File: src/rtl/aes_round_sequencer_if.sv
// aes_round_sequencer_if
// Bundles the control-side signals of the AES round sequencer.
//   master : host side (register block); drives Start/Abort/Decrypt.
//   slave  : sequencer side; drives status and datapath controls.
// Handshake: Start is a level request sampled only while the sequencer is
// idle; Done stays high until Start is seen low, which acts as the
// acknowledge. Abort cancels on any edge and wins over Start.
// fsm_state is a debug view of the sequencer state encoding.
interface aes_round_sequencer_if;
  logic       Start;
  logic       Abort;
  logic       Decrypt;
  logic       Done;
  logic       Busy;
  logic [3:0] Round;
  logic [3:0] Key_Idx;
  logic [1:0] Select;
  logic [1:0] MIX;
  logic       LD_STATE;
  logic       LD_STATE_MIX;
  logic [2:0] fsm_state;

  modport master (
    output Start, Abort, Decrypt,
    input  Done, Busy, Round, Key_Idx, Select, MIX, LD_STATE, LD_STATE_MIX,
    input  fsm_state
  );

  modport slave (
    input  Start, Abort, Decrypt,
    output Done, Busy, Round, Key_Idx, Select, MIX, LD_STATE, LD_STATE_MIX,
    output fsm_state
  );
endinterface

File: src/rtl/aes_round_sequencer.sv
// aes_round_sequencer
// Sequences AddRoundKey / SubBytes / ShiftRows / MixColumns for the AES
// encrypt or inverse cipher at 10, 12 or 14 rounds.
// Ports:
//   Clk    : clock
//   Reset  : synchronous, active-high reset
//   bus    : aes_round_sequencer_if.slave (Start/Abort/Decrypt in;
//            Done/Busy/Round/Key_Idx/Select/MIX/LD_STATE/LD_STATE_MIX out)
// Parameters:
//   NR_ROUNDS  : 10, 12 or 14
//   SUB_CYCLES : cycles per SubBytes step (>= 1)
//   MIX_PAR    : MixColumns columns per cycle (1, 2 or 4)
module aes_round_sequencer #(
  parameter int NR_ROUNDS  = 10,
  parameter int SUB_CYCLES = 2,
  parameter int MIX_PAR    = 1
) (
  input logic Clk,
  input logic Reset,
  aes_round_sequencer_if.slave bus
);

  localparam int MIX_CYCLES = 4 / MIX_PAR;
  localparam int CNT_MAX    = (SUB_CYCLES > MIX_CYCLES) ? SUB_CYCLES : MIX_CYCLES;
  localparam int CW         = (CNT_MAX > 1) ? $clog2(CNT_MAX) : 1;
  localparam logic [3:0] NR4      = 4'(NR_ROUNDS);
  localparam logic [CW-1:0] SUB_LAST = CW'(SUB_CYCLES - 1);
  localparam logic [CW-1:0] MIX_LAST = CW'(MIX_CYCLES - 1);

  typedef enum logic [2:0] {
    S_IDLE, S_START, S_ADD, S_SUB, S_SHIFT, S_MIX, S_DONE
  } state_t;

  state_t        state_q, state_d;
  logic [3:0]    round_q, round_d;
  logic [CW-1:0] cnt_q, cnt_d;
  logic          mode_q, mode_d;

  logic       done_q, busy_q, ld_q, ld_mix_q;
  logic [3:0] key_q;
  logic [1:0] sel_q, mix_q;

  // Next-state logic. Round reads 4'hF whenever the sequencer is parked
  // (IDLE/DONE) and is set to 0 as soon as a request is accepted, so the
  // key index never leaves 0..NR_ROUNDS while busy.
  always_comb begin
    state_d = state_q;
    round_d = round_q;
    cnt_d   = '0;
    mode_d  = mode_q;
    if (bus.Abort) begin
      state_d = S_IDLE;
      round_d = 4'hF;
    end else begin
      case (state_q)
        S_IDLE: begin
          if (bus.Start) begin
            state_d = S_START;
            round_d = 4'd0;
            mode_d  = bus.Decrypt;
          end
        end
        S_START: begin
          state_d = S_ADD;
          round_d = 4'd0;
        end
        S_ADD: begin
          if (round_q == NR4) begin
            state_d = S_DONE;
            round_d = 4'hF;
          end else if (!mode_q) begin
            state_d = S_SUB;
            round_d = round_q + 4'd1;
          end else if (round_q == 4'd0) begin
            state_d = S_SHIFT;
            round_d = round_q + 4'd1;
          end else begin
            state_d = S_MIX;
          end
        end
        S_SUB: begin
          if (cnt_q == SUB_LAST) state_d = mode_q ? S_ADD : S_SHIFT;
          else                   cnt_d   = cnt_q + 1'b1;
        end
        S_SHIFT: begin
          if (mode_q)                 state_d = S_SUB;
          else if (round_q == NR4)    state_d = S_ADD;
          else                        state_d = S_MIX;
        end
        S_MIX: begin
          if (cnt_q == MIX_LAST) begin
            // The inverse cipher closes each round after MixColumns.
            if (mode_q) begin
              state_d = S_SHIFT;
              round_d = round_q + 4'd1;
            end else begin
              state_d = S_ADD;
            end
          end else begin
            cnt_d = cnt_q + 1'b1;
          end
        end
        S_DONE: begin
          if (!bus.Start) state_d = S_IDLE;
        end
        default: begin
          state_d = S_IDLE;
          round_d = 4'hF;
        end
      endcase
    end
  end

  // State and outputs are registered together; outputs are decoded from
  // the next-state values so they line up with the state they describe.
  always_ff @(posedge Clk) begin
    if (Reset) begin
      state_q  <= S_IDLE;
      round_q  <= 4'hF;
      cnt_q    <= '0;
      mode_q   <= 1'b0;
      done_q   <= 1'b0;
      busy_q   <= 1'b0;
      key_q    <= 4'd0;
      sel_q    <= 2'b00;
      mix_q    <= 2'd0;
      ld_q     <= 1'b0;
      ld_mix_q <= 1'b0;
    end else begin
      state_q  <= state_d;
      round_q  <= round_d;
      cnt_q    <= cnt_d;
      mode_q   <= mode_d;
      done_q   <= (state_d == S_DONE);
      busy_q   <= (state_d != S_IDLE) && (state_d != S_DONE);
      if ((state_d == S_IDLE) || (state_d == S_DONE)) key_q <= 4'd0;
      else if (mode_d)                                 key_q <= NR4 - round_d;
      else                                             key_q <= round_d;
      case (state_d)
        S_ADD:   sel_q <= 2'b10;
        S_SUB:   sel_q <= 2'b01;
        S_MIX:   sel_q <= 2'b11;
        default: sel_q <= 2'b00;
      endcase
      mix_q    <= (state_d == S_MIX) ? 2'(cnt_d * MIX_PAR) : 2'd0;
      ld_q     <= (state_d == S_ADD) || (state_d == S_SHIFT) ||
                  ((state_d == S_SUB) && (cnt_d == SUB_LAST));
      ld_mix_q <= (state_d == S_MIX);
    end
  end

  assign bus.Done         = done_q;
  assign bus.Busy         = busy_q;
  assign bus.Round        = round_q;
  assign bus.Key_Idx      = key_q;
  assign bus.Select       = sel_q;
  assign bus.MIX          = mix_q;
  assign bus.LD_STATE     = ld_q;
  assign bus.LD_STATE_MIX = ld_mix_q;
  assign bus.fsm_state    = state_q;

endmodule
File: src/flat_wrapper.sv
// flat-port wrapper written by rule: the top's interface ports become plain ports
module aes_round_sequencer_flat 
#(
  parameter int NR_ROUNDS  = 10,
  parameter int SUB_CYCLES = 2,
  parameter int MIX_PAR    = 1
)
  (Clk, Reset, bus_Start, bus_Abort, bus_Decrypt, bus_Done, bus_Busy, bus_Round, bus_Key_Idx, bus_Select, bus_MIX, bus_LD_STATE, bus_LD_STATE_MIX, bus_fsm_state);
  aes_round_sequencer_if bus_i ();
  input logic Clk;
  input logic Reset;
  input wire logic [$bits(bus_i.Start)-1:0] bus_Start;
  input wire logic [$bits(bus_i.Abort)-1:0] bus_Abort;
  input wire logic [$bits(bus_i.Decrypt)-1:0] bus_Decrypt;
  output wire logic [$bits(bus_i.Done)-1:0] bus_Done;
  output wire logic [$bits(bus_i.Busy)-1:0] bus_Busy;
  output wire logic [$bits(bus_i.Round)-1:0] bus_Round;
  output wire logic [$bits(bus_i.Key_Idx)-1:0] bus_Key_Idx;
  output wire logic [$bits(bus_i.Select)-1:0] bus_Select;
  output wire logic [$bits(bus_i.MIX)-1:0] bus_MIX;
  output wire logic [$bits(bus_i.LD_STATE)-1:0] bus_LD_STATE;
  output wire logic [$bits(bus_i.LD_STATE_MIX)-1:0] bus_LD_STATE_MIX;
  output wire logic [$bits(bus_i.fsm_state)-1:0] bus_fsm_state;
  assign bus_i.Start = bus_Start;
  assign bus_i.Abort = bus_Abort;
  assign bus_i.Decrypt = bus_Decrypt;
  assign bus_Done = bus_i.Done;
  assign bus_Busy = bus_i.Busy;
  assign bus_Round = bus_i.Round;
  assign bus_Key_Idx = bus_i.Key_Idx;
  assign bus_Select = bus_i.Select;
  assign bus_MIX = bus_i.MIX;
  assign bus_LD_STATE = bus_i.LD_STATE;
  assign bus_LD_STATE_MIX = bus_i.LD_STATE_MIX;
  assign bus_fsm_state = bus_i.fsm_state;
  aes_round_sequencer #(.NR_ROUNDS(NR_ROUNDS), .SUB_CYCLES(SUB_CYCLES), .MIX_PAR(MIX_PAR)) u_core (.Clk(Clk), .Reset(Reset), .bus(bus_i));
endmodule
File: config.mk
export PLATFORM = sky130hd
export DESIGN_NAME = aes_round_sequencer_flat
export DESIGN_NICKNAME = d
export VERILOG_FILES = /design/src/rtl/aes_round_sequencer_if.sv /design/src/rtl/aes_round_sequencer.sv /design/src/flat_wrapper.sv
export SDC_FILE = /design/constraint.sdc
export NUM_CORES = 1
export LEC_CHECK = 0
export CORE_MARGIN = 2
export CORE_UTILIZATION = 45
export DETAILED_ROUTE_END_ITERATION = 8
export PLACE_DENSITY = 0.71
export REMOVE_ABC_BUFFERS = 1
export SLEW_MARGIN = 20
export SYNTH_ARGS = -nofsm -noshare
export SYNTH_HDL_FRONTEND = slang
export SYNTH_SLANG_ARGS = --single-unit
File: constraint.sdc
create_clock -name Clk -period 2.47 [get_ports Clk]
set_input_delay 0.3705 -clock Clk [delete_from_list [all_inputs] [get_ports Clk]]
set_output_delay 0.3705 -clock Clk [all_outputs]
set_load 0.05 [all_outputs]
==> metrics.md <==
| Metric | Value |
|---|---|
| Top cells by area, synth | dfxtp_1 35%, ha_1 6.9%, nand2_1 5.0% |
| Buf+Inv Stages, Crit Path | 2 |
| Detailed Routing Iterations Pass 1 | 4 |
| Combinational share of power | 0.238 |
| Placer Congestion | 0.822 |
| RSZ-0062 raised after global routing | no |
| Max VDD drop | 0.000481 V |
| Post-synthesis async set-or-reset flop share | 0 |
| Drt via density | 5.49 |
| Power Dens Cells | 464 nW/um2 |
| Post-synth EDFFs | 0 |
| Final Cycle Share | 0.919 |
| Relative slew slack | 0.631 |
| Commonest cells post-synth | 22 x dfxtp_1, 17 x nand2_1, 11 x inv_1, 11 x nor2_1, 8 x a21oi_1 |
| Final std cells w/o fill | 202 |
| Wl on met1 | 1.27 mm |
| Die span in y | 57.0 um |
| Clock power share | 0.254 |
| Setup Fix Bufs, Post-CTS | 0 |
| Estimated wirelength of the detail-placed design | 2.17 mm |
| Ys flop type | dfxtp_1 |
| Clock Sinks | 22 |
| Seq pwr share | 0.508 |
| Met3 WL | 109 um |
| Hold_buf cts | 0 |
| Top Metal Used | met4 |
| Max-cap violations | 0 |
| Post-Syn Area | 1260 um2 |
| Vias in the first global route | 1,015 |
| # DRC | 0 |
| CP max-delay cell | dfxtp_2 |
| Ports | 24 |
| Worst slew pin tran | 0.552 ns |
| Port-buffer cells | 23 |
| Die area | 3250 um2 |
| Top cell type's share of synthesized area | 0.349 |
| # rows | 19 |
| Area Growth Syn to Fin | 27.2% |
| Fin. Hold Viols | 0 |
| Chip Width | 57.0 um |
| Yosys reg bits | 22 |
| Clock latency at the later pin of the worst-skew pair | 0.30 ns |
| Nets | 184 |
| Final Skew | 0.00111 ns |
| 1st-iter DRT viols | 35 |
| Cell Int Power | 0.530 mW |
| First-pass GRT wire length | 4.48 mm |
| CP Capture Type | flop |
| CTS H-tree lvls | 1 |
| Initial core utilization | 0.466 |
| Count leader, synth | dfxtp_1 |
| Data arrival, critical path | 2.48 ns |
| Switching share of total power | 0.290 |
| CP Launch Type | flop |
| Crit Path Max Fanout | 6 |
| WL met2 | 1.30 mm |
| Crit path kind | flop to flop |
| Initial antenna violation count | 0 |
| N_diodes | 0 |
| CTS Root Buffer Type | clkbuf_4 |
| Fraction of the yosys area taken by sequential cells | 0.349 |
| Total grt overflow | 0 |
| Total via count in the routed design | 1,108 |
| Leak | 0.653 nW |
| Total CTS buffers | 3 |
| Setup TNS | 0 ns |
| Overall global routing resource usage | 0.172 |
| Mapped Cells | 142 |
| Worst hold path class | flop to flop |
| Final min period | 2.27 ns |
| Cells after DPL | 198 |
| Max Fclk | 0.440 GHz |
| Fin. max-slew vios | 0 |
| Required time of the critical path | 2.68 ns |
| Crit path cell chain | inv_1, ha_1, nor3b_1, o21ai_1, nand2_1, a221oi_4, inv_1, ha_1, mux2i_1, and2_1 |
| WL final | 2.70 mm |
| Slowest stage delay, CP | 0.42 ns |
| Leading area contributor after synthesis | dfxtp_1 |
| Layout cells sized above 1 | 0.175 |
| Core area | 2710 um2 |
| P_sw | 0.217 mW |
| Worst-path clk slew | 0.11 ns |
| Syn Area/Cell | 8.90 um2 |
| Largest net degree at the start of global routing | 14 |
| Final setup vio count | 0 |
| Crit path max-delay family | compound AO/OA/AOI/OAI gates |
| Clock Path Buffers | 2 |
| Synth cell types | 49 |
| Status | finished clean |
| Synth warn | 0 |
| CTS tree | done |
| DRT antenna net count | 0 |
| Post-DR wirelength/cell | 13.4 um |
through the flow:
step | power (mW) | area, um2 | setup WS (ns) | utilization | hold slack (ns)
floorplan | 0.501 | 1220 | -0.0746 | - | 0.443
global placement | 0.555 | 1540 | 0.115 | 0.568 | 0.576
detailed placement | 0.558 | 1540 | 0.0654 | 0.568 | 0.580
CTS | 0.743 | 1580 | 0.159 | 0.581 | 0.608
global route | 0.783 | 1610 | 0.0265 | 0.593 | 0.648
finish | 0.747 | 1610 | 0.200 | 0.593 | 0.599
power groups by stage:
stage | registers [mW] | logic, mW | clock network, mW
2_1_floorplan | 0.426 | 0.0752 | 0
5_1_grt | 0.381 | 0.191 | 0.211
6_report | 0.379 | 0.178 | 0.189
3_5_place_dp | 0.387 | 0.172 | 0
3_3_place_gp | 0.386 | 0.169 | 0
4_1_cts | 0.379 | 0.173 | 0.192
final timing paths:
check | start | slack [ns] | end | cells past startpoint
max | u_core.bus.Round[1]$_SDFF_PP1_ | 0.20 | u_core.bus.Key_Idx[1]$_SDFF_PP0_ | 10
min | u_core.bus.Round[3]$_SDFF_PP1_ | 0.60 | u_core.bus.Round[3]$_SDFF_PP1_ | 2
max reg2reg | u_core.bus.Round[1]$_SDFF_PP1_ | 0.20 | u_core.bus.Key_Idx[1]$_SDFF_PP0_ | 10
min reg2reg | u_core.bus.Round[3]$_SDFF_PP1_ | 0.60 | u_core.bus.Round[3]$_SDFF_PP1_ | 2
state kept, by name, summed over array words and instances (netlist names):
signal,flops
u_core.cnt_q,2
u_core.bus.Round,4
u_core.bus.Select,2
u_core.bus.fsm_state,3
u_core.bus.Done,1
u_core.bus.Busy,1
u_core.mode_q,1
u_core.bus.LD_STATE_MIX,1
u_core.bus.MIX,2
u_core.bus.Key_Idx,4
u_core.bus.LD_STATE,1
routing by layer:
metal  up-vias  GRT usage
li1        550          -
met3         4     0.0159
met1       512      0.228
met2        42      0.289
met5         -          0
met4         0     0.0664
cells by family after synthesis:
group	Yosys count	synth area share
and+or+nand+nor	59	0.254
DFF	22	0.349
muxes	4	0.0327
xor gates and xnor gates	3	0.0267
AOI/OAI and AO/OA	30	0.197
adders and majority gates	7	0.0693
buffers and inverters	17	0.0713
area by class of cell:
class,instances,area [um2]
Inverter,13,51.3
Clock buffer,4,36.3
Fill cell,250,1100
Tap cell,31,38.8
Sequential cell,22,442
Timing Repair Buffer,29,275
Multi-Input combinational cell,103,764
worst register-to-register path: cells and delay by family (launching register included):
| family | cells | cell delay (ns) |
|---|---|---|
| adder cells (fa/ha/maj) | 2 | 0.45 |
| multiplexers | 1 | 0.06 |
| AND/OR/NAND/NOR | 3 | 0.51 |
| flip-flops | 1 | 0.42 |
| buffers and inverters | 2 | 0.14 |
| AO/OA/AOI/OAI | 2 | 0.61 |
cells in the final DEF, fill, tap and decap left out, types with 2 or more instances in the layout:
| cell | instances |
|---|---|
| a21oi_1 | 8 |
| and2_1 | 6 |
| buf_4 | 6 |
| clkbuf_4 | 3 |
| clkdlybuf4s50_1 | 23 |
| dfxtp_1 | 21 |
| ha_1 | 7 |
| inv_1 | 11 |
| mux2i_1 | 3 |
| nand2_1 | 17 |
| nand2b_1 | 4 |
| nand3_1 | 3 |
| nand4_1 | 2 |
| nor2_1 | 11 |
| nor3_1 | 3 |
| o2111ai_1 | 2 |
| o211ai_2 | 2 |
| o21ai_1 | 2 |
| or3_1 | 2 |
what timing repair did:
item,in CTS,in global routing
gates resized for setup,0,5
hold endpoints to repair,0,0
endpoints found under the setup margin,0,1
(Power assumes the default switching activity.)
